<file path="config.mk">
export PLATFORM = sky130hd
export DESIGN_NAME = com_tracker
export DESIGN_NICKNAME = d
export VERILOG_FILES = /design/src/rtl/com_pkg.sv /design/src/rtl/com_axis_filter.sv /design/src/rtl/com_tracker.sv
export SDC_FILE = /design/constraint.sdc
export NUM_CORES = 1
export LEC_CHECK = 0
export CORE_MARGIN = 4
export CORE_UTILIZATION = 55
export DETAILED_ROUTE_END_ITERATION = 8
export PLACE_DENSITY = 0.79
export SKIP_LAST_GASP = 1
export SYNTH_ARGS = -nofsm -noshare
export SYNTH_HDL_FRONTEND = slang
export SYNTH_SLANG_ARGS = --single-unit
</file>
<file path="constraint.sdc">
create_clock -name clk -period 12.5 [get_ports clk]
set_input_delay 2.5 -clock clk [delete_from_list [all_inputs] [get_ports clk]]
set_output_delay 2.5 -clock clk [all_outputs]
set_load 0.02 [all_outputs]
</file>
<file path="src/rtl/com_pkg.sv">
// Shared constants and types for the colour center-of-mass tracker.
package com_pkg;

    localparam int COORD_W  = 10;
    localparam int MASS_W   = 26;
    localparam int FRAC_W   = 4;
    localparam int ACC_W    = COORD_W + FRAC_W;
    localparam int CNT_W    = 4;
    localparam int SCREEN_W = 640;
    localparam int SCREEN_H = 480;

    typedef enum logic [1:0] {
        SEARCH,
        TRACK,
        COAST
    } state_t;

    // Per-frame command from the tracker FSM to each axis filter.
    typedef enum logic [1:0] {
        AXIS_HOLD,
        AXIS_LOAD,
        AXIS_UPDATE,
        AXIS_CLEAR
    } axis_op_t;

endpackage

</file>
<file path="src/rtl/com_axis_filter.sv">
// One axis of the position filter: 10.4 fixed-point IIR accumulator, jump gate
// against the current position, and the signed per-frame position delta.
module com_axis_filter
    import com_pkg::*;
#(
    parameter int ALPHA_SHIFT = 2,
    parameter int JUMP_MAX    = 64,
    parameter int RESET_POS   = 320
) (
    input  logic               clk,
    input  logic               reset,
    input  logic [COORD_W-1:0] center,
    input  axis_op_t           op,
    output logic               near,
    output logic [COORD_W-1:0] pos,
    output logic [COORD_W:0]   delta
);

    localparam logic [ACC_W-1:0] ACC_RESET = ACC_W'(RESET_POS * (2 ** FRAC_W));

    logic [ACC_W-1:0]        acc;
    logic [ACC_W-1:0]        acc_filt;
    logic signed [ACC_W:0]   diff;
    logic signed [ACC_W:0]   step;
    logic signed [COORD_W:0] offset;
    logic [COORD_W:0]        offset_mag;

    assign pos = acc[ACC_W-1:FRAC_W];

    // NOTE: every combinational output gets a value before any branch, so no latch is inferred.
    always_comb begin
        diff       = $signed({1'b0, center, {FRAC_W{1'b0}}}) - $signed({1'b0, acc});
        step       = diff >>> ALPHA_SHIFT;
        acc_filt   = acc + step[ACC_W-1:0];
        offset     = $signed({1'b0, center}) - $signed({1'b0, pos});
        offset_mag = offset[COORD_W] ? COORD_W'(0) - offset : offset;
        near       = (offset_mag <= (COORD_W + 1)'(JUMP_MAX));
    end

    // NOTE: state registers use non-blocking assignments so every flop samples pre-edge values.
    always_ff @(posedge clk) begin
        if (reset) begin
            acc   <= ACC_RESET;
            delta <= '0;
        end else begin
            case (op)
                AXIS_LOAD: begin
                    acc   <= {center, {FRAC_W{1'b0}}};
                    delta <= '0;
                end
                AXIS_UPDATE: begin
                    acc   <= acc_filt;
                    delta <= {1'b0, acc_filt[ACC_W-1:FRAC_W]} - {1'b0, pos};
                end
                AXIS_CLEAR: delta <= '0;
                AXIS_HOLD:  ;
                default:    ;
            endcase
        end
    end

endmodule

</file>
<file path="src/rtl/com_tracker.sv">
// Per-frame target tracker: qualifies each center-of-mass result, runs the
// SEARCH/TRACK/COAST state machine and drives the two axis filters.
module com_tracker
    import com_pkg::*;
#(
    parameter logic [25:0] MASS_MIN    = 26'd2048,
    parameter int          ACQ_FRAMES  = 3,
    parameter int          LOST_FRAMES = 8,
    parameter int          ALPHA_SHIFT = 2,
    parameter int          JUMP_MAX    = 64,
    parameter int          X_RESET     = 320,
    parameter int          Y_RESET     = 240
) (
    input  logic        clk,
    input  logic        reset,
    input  logic        frame_strobe,
    input  logic [9:0]  x_center,
    input  logic [9:0]  y_center,
    input  logic [25:0] mass,
    output logic [9:0]  x_pos,
    output logic [9:0]  y_pos,
    output logic [10:0] dx,
    output logic [10:0] dy,
    output logic        locked,
    output logic        pos_valid,
    output logic        overrun
);

    logic [COORD_W-1:0] x_cap;
    logic [COORD_W-1:0] y_cap;
    logic [MASS_W-1:0]  mass_cap;
    logic               stage1;
    logic               stage2;
    logic               busy;
    logic               detect;
    logic               near_x;
    logic               near_y;
    logic               detect_q;
    logic               near_q;
    logic               hit;

    state_t             state, state_next;
    logic [CNT_W-1:0]   hit_cnt, hit_next, hit_inc;
    logic [CNT_W-1:0]   miss_cnt, miss_next, miss_inc;
    axis_op_t           axis_op;

    assign busy   = stage1 | stage2;
    assign detect = (mass_cap >= MASS_MIN)
                 && (x_cap < COORD_W'(SCREEN_W))
                 && (y_cap < COORD_W'(SCREEN_H));
    assign hit    = detect_q & near_q;
    assign locked = (state != SEARCH);

    // Strobe pipeline: capture, register qualification flags, then commit.
    always_ff @(posedge clk) begin
        if (reset) begin
            x_cap     <= '0;
            y_cap     <= '0;
            mass_cap  <= '0;
            stage1    <= 1'b0;
            stage2    <= 1'b0;
            detect_q  <= 1'b0;
            near_q    <= 1'b0;
            pos_valid <= 1'b0;
            overrun   <= 1'b0;
            state     <= SEARCH;
            hit_cnt   <= '0;
            miss_cnt  <= '0;
        end else begin
            stage1    <= frame_strobe & ~busy;
            stage2    <= stage1;
            pos_valid <= stage2;
            if (frame_strobe && !busy) begin
                x_cap    <= x_center;
                y_cap    <= y_center;
                mass_cap <= mass;
            end
            if (frame_strobe && busy)
                overrun <= 1'b1;
            if (stage1) begin
                detect_q <= detect;
                near_q   <= near_x & near_y;
            end
            state    <= state_next;
            hit_cnt  <= hit_next;
            miss_cnt <= miss_next;
        end
    end

    always_comb begin
        state_next = state;
        hit_next   = hit_cnt;
        miss_next  = miss_cnt;
        axis_op    = AXIS_HOLD;
        hit_inc    = hit_cnt + 1'b1;
        miss_inc   = miss_cnt + 1'b1;

        if (stage2) begin
            case (state)
                SEARCH: begin
                    axis_op = AXIS_CLEAR;
                    if (!detect_q) begin
                        hit_next = '0;
                    end else if (hit_inc >= CNT_W'(ACQ_FRAMES)) begin
                        state_next = TRACK;
                        hit_next   = '0;
                        miss_next  = '0;
                        axis_op    = AXIS_LOAD;
                    end else begin
                        hit_next = hit_inc;
                    end
                end
                TRACK, COAST: begin
                    if (hit) begin
                        state_next = TRACK;
                        miss_next  = '0;
                        axis_op    = AXIS_UPDATE;
                    end else begin
                        // miss_cnt is zero in TRACK, so the first miss counts as one.
                        axis_op = AXIS_CLEAR;
                        if (miss_inc >= CNT_W'(LOST_FRAMES)) begin
                            state_next = SEARCH;
                            miss_next  = '0;
                            hit_next   = '0;
                        end else begin
                            state_next = COAST;
                            miss_next  = miss_inc;
                        end
                    end
                end
                default: begin
                    state_next = SEARCH;
                    hit_next   = '0;
                    miss_next  = '0;
                end
            endcase
        end
    end

    com_axis_filter #(
        .ALPHA_SHIFT(ALPHA_SHIFT),
        .JUMP_MAX   (JUMP_MAX),
        .RESET_POS  (X_RESET)
    ) u_filter_x (
        .clk   (clk),
        .reset (reset),
        .center(x_cap),
        .op    (axis_op),
        .near  (near_x),
        .pos   (x_pos),
        .delta (dx)
    );

    com_axis_filter #(
        .ALPHA_SHIFT(ALPHA_SHIFT),
        .JUMP_MAX   (JUMP_MAX),
        .RESET_POS  (Y_RESET)
    ) u_filter_y (
        .clk   (clk),
        .reset (reset),
        .center(y_cap),
        .op    (axis_op),
        .near  (near_y),
        .pos   (y_pos),
        .delta (dy)
    );

endmodule

</file>
# Word-level counts from Yosys, hierarchy flattened
# Index checks and enable logic that the tools add are counted.
[word_totals]
out_inout_bits = 45
reg_bits = 112
inputBits = 49
[classes]
order_cmp = 7
eq_ne = 9
n_addsub = 12
reduce_logical = 13
muxes = 26
n_bitwise = 5
[ops]
columns = ["cell", "n"]
rows = [
  ["case mux 14 bit (2 select lines)", 2],
  ["case mux 11 bit (2 select lines)", 2],
  ["subtractor 10 x 10 -> 11 bit", 4],
  ["two-way mux 4 bit", 8],
  ["subtractor 14 x 14 -> 15 bit", 2],
  ["adder 14 bit", 2],
  [">= comparator 26 x 12 -> 1 bit (second input constant)", 1],
  ["less-or-equal comparator 11 x 7 -> 1 bit (second input constant)", 2],
  ["two-way mux 11 bit", 2],
  ["subtractor 1 x 11 -> 11 bit (first input constant)", 2],
  ["case mux 4 bit (2 select lines)", 2],
  ["two-way mux 2 bit", 7],
  ["< comparator 10 bit (second input constant)", 1],
  ["< comparator 10 x 9 -> 1 bit (second input constant)", 1],
  ["adder 4 x 1 -> 4 bit (second input constant)", 2],
  ["inequality test 2 bit (second input constant)", 4],
  ["case mux 2 bit (2 select lines)", 2],
  ["equality test 2 bit (second input constant)", 3],
  ["AND reduction 3 bit", 2],
  ["nonzero test 2 bit", 3],
  ["equality test 2 x 1 -> 1 bit (second input constant)", 2],
  [">= comparator 4 x 2 -> 1 bit (second input constant)", 1],
  [">= comparator 4 bit (second input constant)", 1],
  ["logical AND 1 bit", 4],
  ["other kinds (7)", 10],
]

# Longest topological paths before layout
[logic_depth]
ltp_word = 9
ltp_mapped = 24
ltp_nobuf = 23

# Modules after synthesis
# From an unflattened synthesis, not the netlist that was laid out.
[hier_totals]
hier_cells = 1085
area_unflattened_um2 = 8324.2
[by_module_without_submodules]
columns = ["module", "n_inst", "area_per_inst_um2", "seq_area_each_um2", "cells_each"]
rows = [
  ["com_axis_filter at u_filter_x", 1, 3169.3, 500.5, 420],
  ["com_axis_filter at u_filter_y", 1, 3045.4, 500.5, 404],
  ["com_tracker", 1, 2109.5, 1021.0, 261],
]

# Worst setup path after synthesis
# OpenSTA, ideal clock, no wires.
[synth_timing]
path_type = "reg2reg"
from = "reg u_filter_x.acc[5]"
to = "reg u_filter_x.delta[9]"
required_ps = 12430
stages_incl_launch_ff = 20
t_arrival_ps = 4453
n_path_buf = 0
path_slack_ps = 7976
setup_time_ps = 70
path_cell_list = "dfxtp_1 -> inv_1 -> ha_1 -> and3_4 -> a21oi_2 -> o21ai_2 -> or4_4 -> nand2_1 -> xnor2_1 -> ha_1 -> or3_1 -> or3_1 -> and3_1 -> or4bb_1 -> o21ai_0 -> xnor3_1 -> ha_1 -> xor2_1 -> or3_1 -> a21oi_1"
[synth_via]
elab_chain_len = 4
[synth_lines]
columns = ["element", "line_no", "text"]
rows = [
  ["start: declaration", "com_axis_filter.sv:21", "logic [ACC_W-1:0] acc;"],
  ["start signal: assignment", "com_axis_filter.sv:48", "acc <= {center, {FRAC_W{1'b0}}};"],
  ["start signal: assignment", "com_axis_filter.sv:52", "acc <= acc_filt;"],
  ["subtractor 14 x 14 -> 15 bit", "com_axis_filter.sv:32", "diff = $signed({1'b0, center, {FRAC_W{1'b0}}}) - $signed({1'b0, acc});"],
  ["adder 14 bit", "com_axis_filter.sv:34", "acc_filt = acc + step[ACC_W-1:0];"],
  ["subtractor 10 x 10 -> 11 bit *", "com_axis_filter.sv:53", "delta <= {1'b0, acc_filt[ACC_W-1:FRAC_W]} - {1'b0, pos};"],
  ["case mux 11 bit (2 select lines) *", "com_axis_filter.sv:46", "case (op)"],
  ["end signal: assignment", "com_axis_filter.sv:53", ""],
  ["end: declaration", "com_axis_filter.sv:16", "output logic [COORD_W:0] delta"],
]
# Every way passes the cells marked *; elsewhere a longest branch is shown, timed or not.
# A chain may end at the register's enable or synchronous reset.

# Worst setup path in the final report
[layout_timing]
from = "reg u_filter_y.acc[6]"
to = "reg u_filter_y.delta[9]"
[layout_via]
elab_chain_len = 4
[layout_lines]
columns = ["element", "line_no"]
rows = [
  ["start: declaration", "com_axis_filter.sv:21"],
  ["start signal: assignment", "com_axis_filter.sv:48"],
  ["start signal: assignment", "com_axis_filter.sv:52"],
  ["subtractor 14 x 14 -> 15 bit", "com_axis_filter.sv:32"],
  ["adder 14 bit", "com_axis_filter.sv:34"],
  ["subtractor 10 x 10 -> 11 bit *", "com_axis_filter.sv:53"],
  ["case mux 11 bit (2 select lines) *", "com_axis_filter.sv:46"],
  ["end signal: assignment", "com_axis_filter.sv:53"],
  ["end: declaration", "com_axis_filter.sv:16"],
]
# Marks and branches as above.

==> impl_metrics.py <==
metrics = {
    "power": {
        "ir_worst_vdd_mv": 0.117,
        "finalPower_mw": 1.36,
        "p_per_area_nw_per_um2": 152,
        "p_leak_nw": 3.71,
    },
    "timing": {
        "setup_viol": 0,
        "min_period_ns": 5.12,
        "timing_worst_slew_pin_value_ns": 1.09,
        "fin_skew_ns": 0.00488,
        "fin_hold_ws_ns": 0.448,
        "fin_crit_sh_pct": 41.0,
        "fin_setup_tns_ns": 0,
        "hold_violations": 0,
        "max-slew-margin-rel_pct": 26.8,
        "fmax_ghz": 0.195,
        "rsz0062_at_grt": "false",
        "slew_violations": 0,
    },
    "cells_and_area": {
        "drive_gt1_share_pct": 3.97,
        "final_cells": 1263,
        "multi_input_area_um2": 5290,
        "fillers": 1293,
        "antenna_cells": 0,
        "fin_nets": 1209,
        "design_area_um2": 8950,
        "seqCellArea_um2": 2020,
        "syn_to_final_growth_pct": 12.7,
    },
    "die": {
        "num_rows": 43,
        "dieArea_um2": 16400,
        "fp.dieW_um": 128,
        "io_pins": 94,
        "core_um2": 14000,
        "die_h_um": 128,
        "start_util_pct": 56.8,
    },
    "grt": {
        "grt_pass1_vias": 6819,
        "antenna_found_initial": 0,
        "grt_usage_pct": 24.4,
        "grt_max_degree": 95,
        "grt_pass1_wl_um": 32900,
        "grt_remaining_overflow": 0,
    },
    "place": {
        "placed_area_um2": 8660,
        "io_buffer_count": 82,
        "gp_congestion": 0.903,
        "dp_hpwl_um": 14300,
        "dp_cells": 1247,
    },
    "synth": {
        "synth_compound_area_share_pct": 22.3,
        "synth_common_cells": "nand2_1 (125), a21oi_1 (110), dfxtp_1 (101)",
        "synth_flop_cell": "dfxtp_1",
        "synth_xor_xnor_area_share_pct": 7.23,
        "yosysTopAreaCellShare_pct": 25.5,
        "synth_edf_count": 0,
        "synth_top_cell_by_area": "dfxtp_1",
        "synth_top_family_by_area": "simple AND/OR/NAND/NOR gates",
        "synth_most_common_cell": "nand2_1",
        "synth.cell_area_um2": 7940,
        "yosys-top-cells-area": "dfxtp_1 (25%), ha_1 (12%), a21oi_1 (6.9%)",
        "synth-seq-cells": 101,
        "async_reset_ff_share_pct": 0,
        "syn_nets": 1180,
        "synthSimpleGateAreaFrac_pct": 22.5,
        "synthAdderAreaFrac_pct": 13.5,
        "ys_warn_count": 0,
        "synth-seq-area-share_pct": 25.5,
        "syn_inst": 1049,
        "synthMuxAreaShare_pct": 1.15,
        "syn_area_per_cell_um2": 7.57,
        "ys_types": 72,
    },
    "critical_path": {
        "cp-end-kind": "register",
        "crit_family": "compound AO/OA/AOI/OAI gates",
        "critPathSlowestCell": "ha_1",
        "worstPathArrival_ns": 5.40,
        "path_buf_inv": 2,
        "cp_slowest_stage_delay_ns": 0.45,
        "cp_cell_sequence": "inv_1, ha_1, a21o_1, a31o_2, o21bai_1, a21oi_1, xnor2_1, ha_1, and2_1, a31oi_1, inv_1, a41oi_1, nor2b_1, xnor2_1, ha_1, or2_2, a21oi_1, a21oi_1, a31oi_1, xor2_1, or3_1, a21oi_1",
        "critical_path_class": "reg -> reg",
        "path_max_fanout": 11,
        "crit_path_start_kind": "register",
        "r2r_cells": 22,
        "path_common_cell": "a21oi_1",
        "crit_required_ns": 12.78,
        "cp.depth": 22,
    },
    "route": {
        "wirelength_um": 19800,
        "avgViaCountPerCell": 5.82,
        "wire_per_inst_um": 15.6,
        "ant_nets": 0,
        "vias": 7354,
        "drtIter0Drc": 472,
        "post-route-drc-count": 0,
        "drtPass1Iterations": 5,
    },
    "clocking": {
        "cts.sinks": 101,
        "cts_buffers": 9,
        "ctsLongestPathBuffers": 2,
        "htree_levels": 3,
        "cts_setup_buffers": 0,
        "clkTransAtPathRegs_ns": 0.07,
        "clk_latency_ns": 0.36,
        "cts_tree": "done",
        "cts-root-buf": "clkbuf_16",
        "ctsHoldBuffers": 0,
        "ctsResizeCount": 0,
    },
    "min_path": {
        "hold_path.class": "reg -> reg",
        "hold_depth": 2,
    },
    "flow_run": {
        "cap_violations": 0,
    },
    "status": {
        "status": "complete, no violations",
    },
}
==> through the flow <==
stage	setup WS [ns]	util, %
final	7.38	64.0
after global routing	7.04	64.0
after CTS	7.42	64.0
after detailed placement	7.46	61.9
after global placement	7.52	61.9
after floorplan	7.98	-
==> cell type report <==
| type | count | area share, % |
|---|---|---|
| Clock buffer | 11 | 2.60 |
| Clock inverter | 5 | 0.671 |
| Inverter | 67 | 2.81 |
| Sequential cell | 101 | 22.6 |
| Tap cell | 180 | 2.52 |
| Multi-Input combinational cell | 810 | 59.1 |
| Timing Repair Buffer | 89 | 9.70 |
==> power by group <==
part / switching [mW] / leakage, nW / internal, mW
Combinational: 0.398 / 2.75 / 0.311
Sequential: 0.0220 / 0.825 / 0.349
Clock: 0.128 / 0.140 / 0.156
==> placed cells by master, fill, tap and decap left out, types with 5 or more instances in the layout <==
cell type | netlist | final
dfxtp_1 | 101 | 101
ha_1 | 76 | 76
o211ai_1 | 11 | 11
a211oi_1 | 12 | 12
nand3_1 | 23 | 23
a21boi_0 | 5 | 5
buf_4 | 22 | 7
a21oi_1 | 110 | 110
xnor2_1 | 45 | 45
nor3_1 | 32 | 32
nor4_1 | 6 | 6
clkdlybuf4s50_1 | 0 | 81
o21a_1 | 9 | 9
a221oi_1 | 5 | 5
mux2i_1 | 8 | 8
a31oi_1 | 10 | 10
and2_1 | 8 | 8
or3_1 | 12 | 12
nand2_1 | 125 | 125
a22oi_1 | 8 | 8
and3_1 | 10 | 10
a21o_1 | 17 | 17
clkbuf_16 | 0 | 9
fa_1 | 6 | 6
nand2b_1 | 9 | 9
inv_1 | 66 | 66
o21ai_0 | 42 | 42
o31ai_1 | 5 | 5
xor2_1 | 18 | 18
or2_2 | 5 | 5
nor2_1 | 100 | 100
nor2b_1 | 22 | 22
nand4_1 | 7 | 7
==> cells by family (layout without fill, tap and decap cells) <==
group	count (synthesis)	after routing
adder cells (fa/ha/maj)	82	82
flip-flops	101	101
multiplexers	9	9
XOR/XNOR	64	64
AND/OR/NAND/NOR	378	378
AO/OA/AOI/OAI	277	277
buffers and inverters	138	172
==> worst register-to-register path, delay by kind of cell (launching register included) <==
family	cells	cell delay, ns
AO/OA/AOI/OAI	10	2.08
adder cells (fa/ha/maj)	3	1.06
AND/OR/NAND/NOR	4	0.97
XOR/XNOR	3	0.41
flip-flops	1	0.38
buffers and inverters	2	0.14
==> routing by layer <==
| metal | global-route usage (%) | share of wire [%] |
|---|---|---|
| met1 | 33.1 | 47 |
| met2 | 39.3 | 45 |
| met3 | 4.96 | 6.1 |
| met4 | 7.18 | 1.7 |
| met5 | 0 | 0 |
==> path summary, 6_finish.rpt <==
check / start / slack [ns] / end
worst min-delay path: overrun / 0.45 / overrun
worst max-delay path: u_filter_y.acc[6] / 7.38 / u_filter_y.delta[9]
worst max register to register: u_filter_y.acc[6] / 7.38 / u_filter_y.delta[9]
worst min register to register: overrun / 0.45 / overrun
==> flip-flops by register name (all words and copies together), names as in the netlist, 2 cells and up <==
register	count
hit_cnt	4
mass_cap	15
miss_cnt	4
state	2
u_filter_x.acc	14
u_filter_x.delta	11
u_filter_y.acc	14
u_filter_y.delta	11
x_cap	10
y_cap	10
No activity file was read; power rests on OpenSTA's default activity.
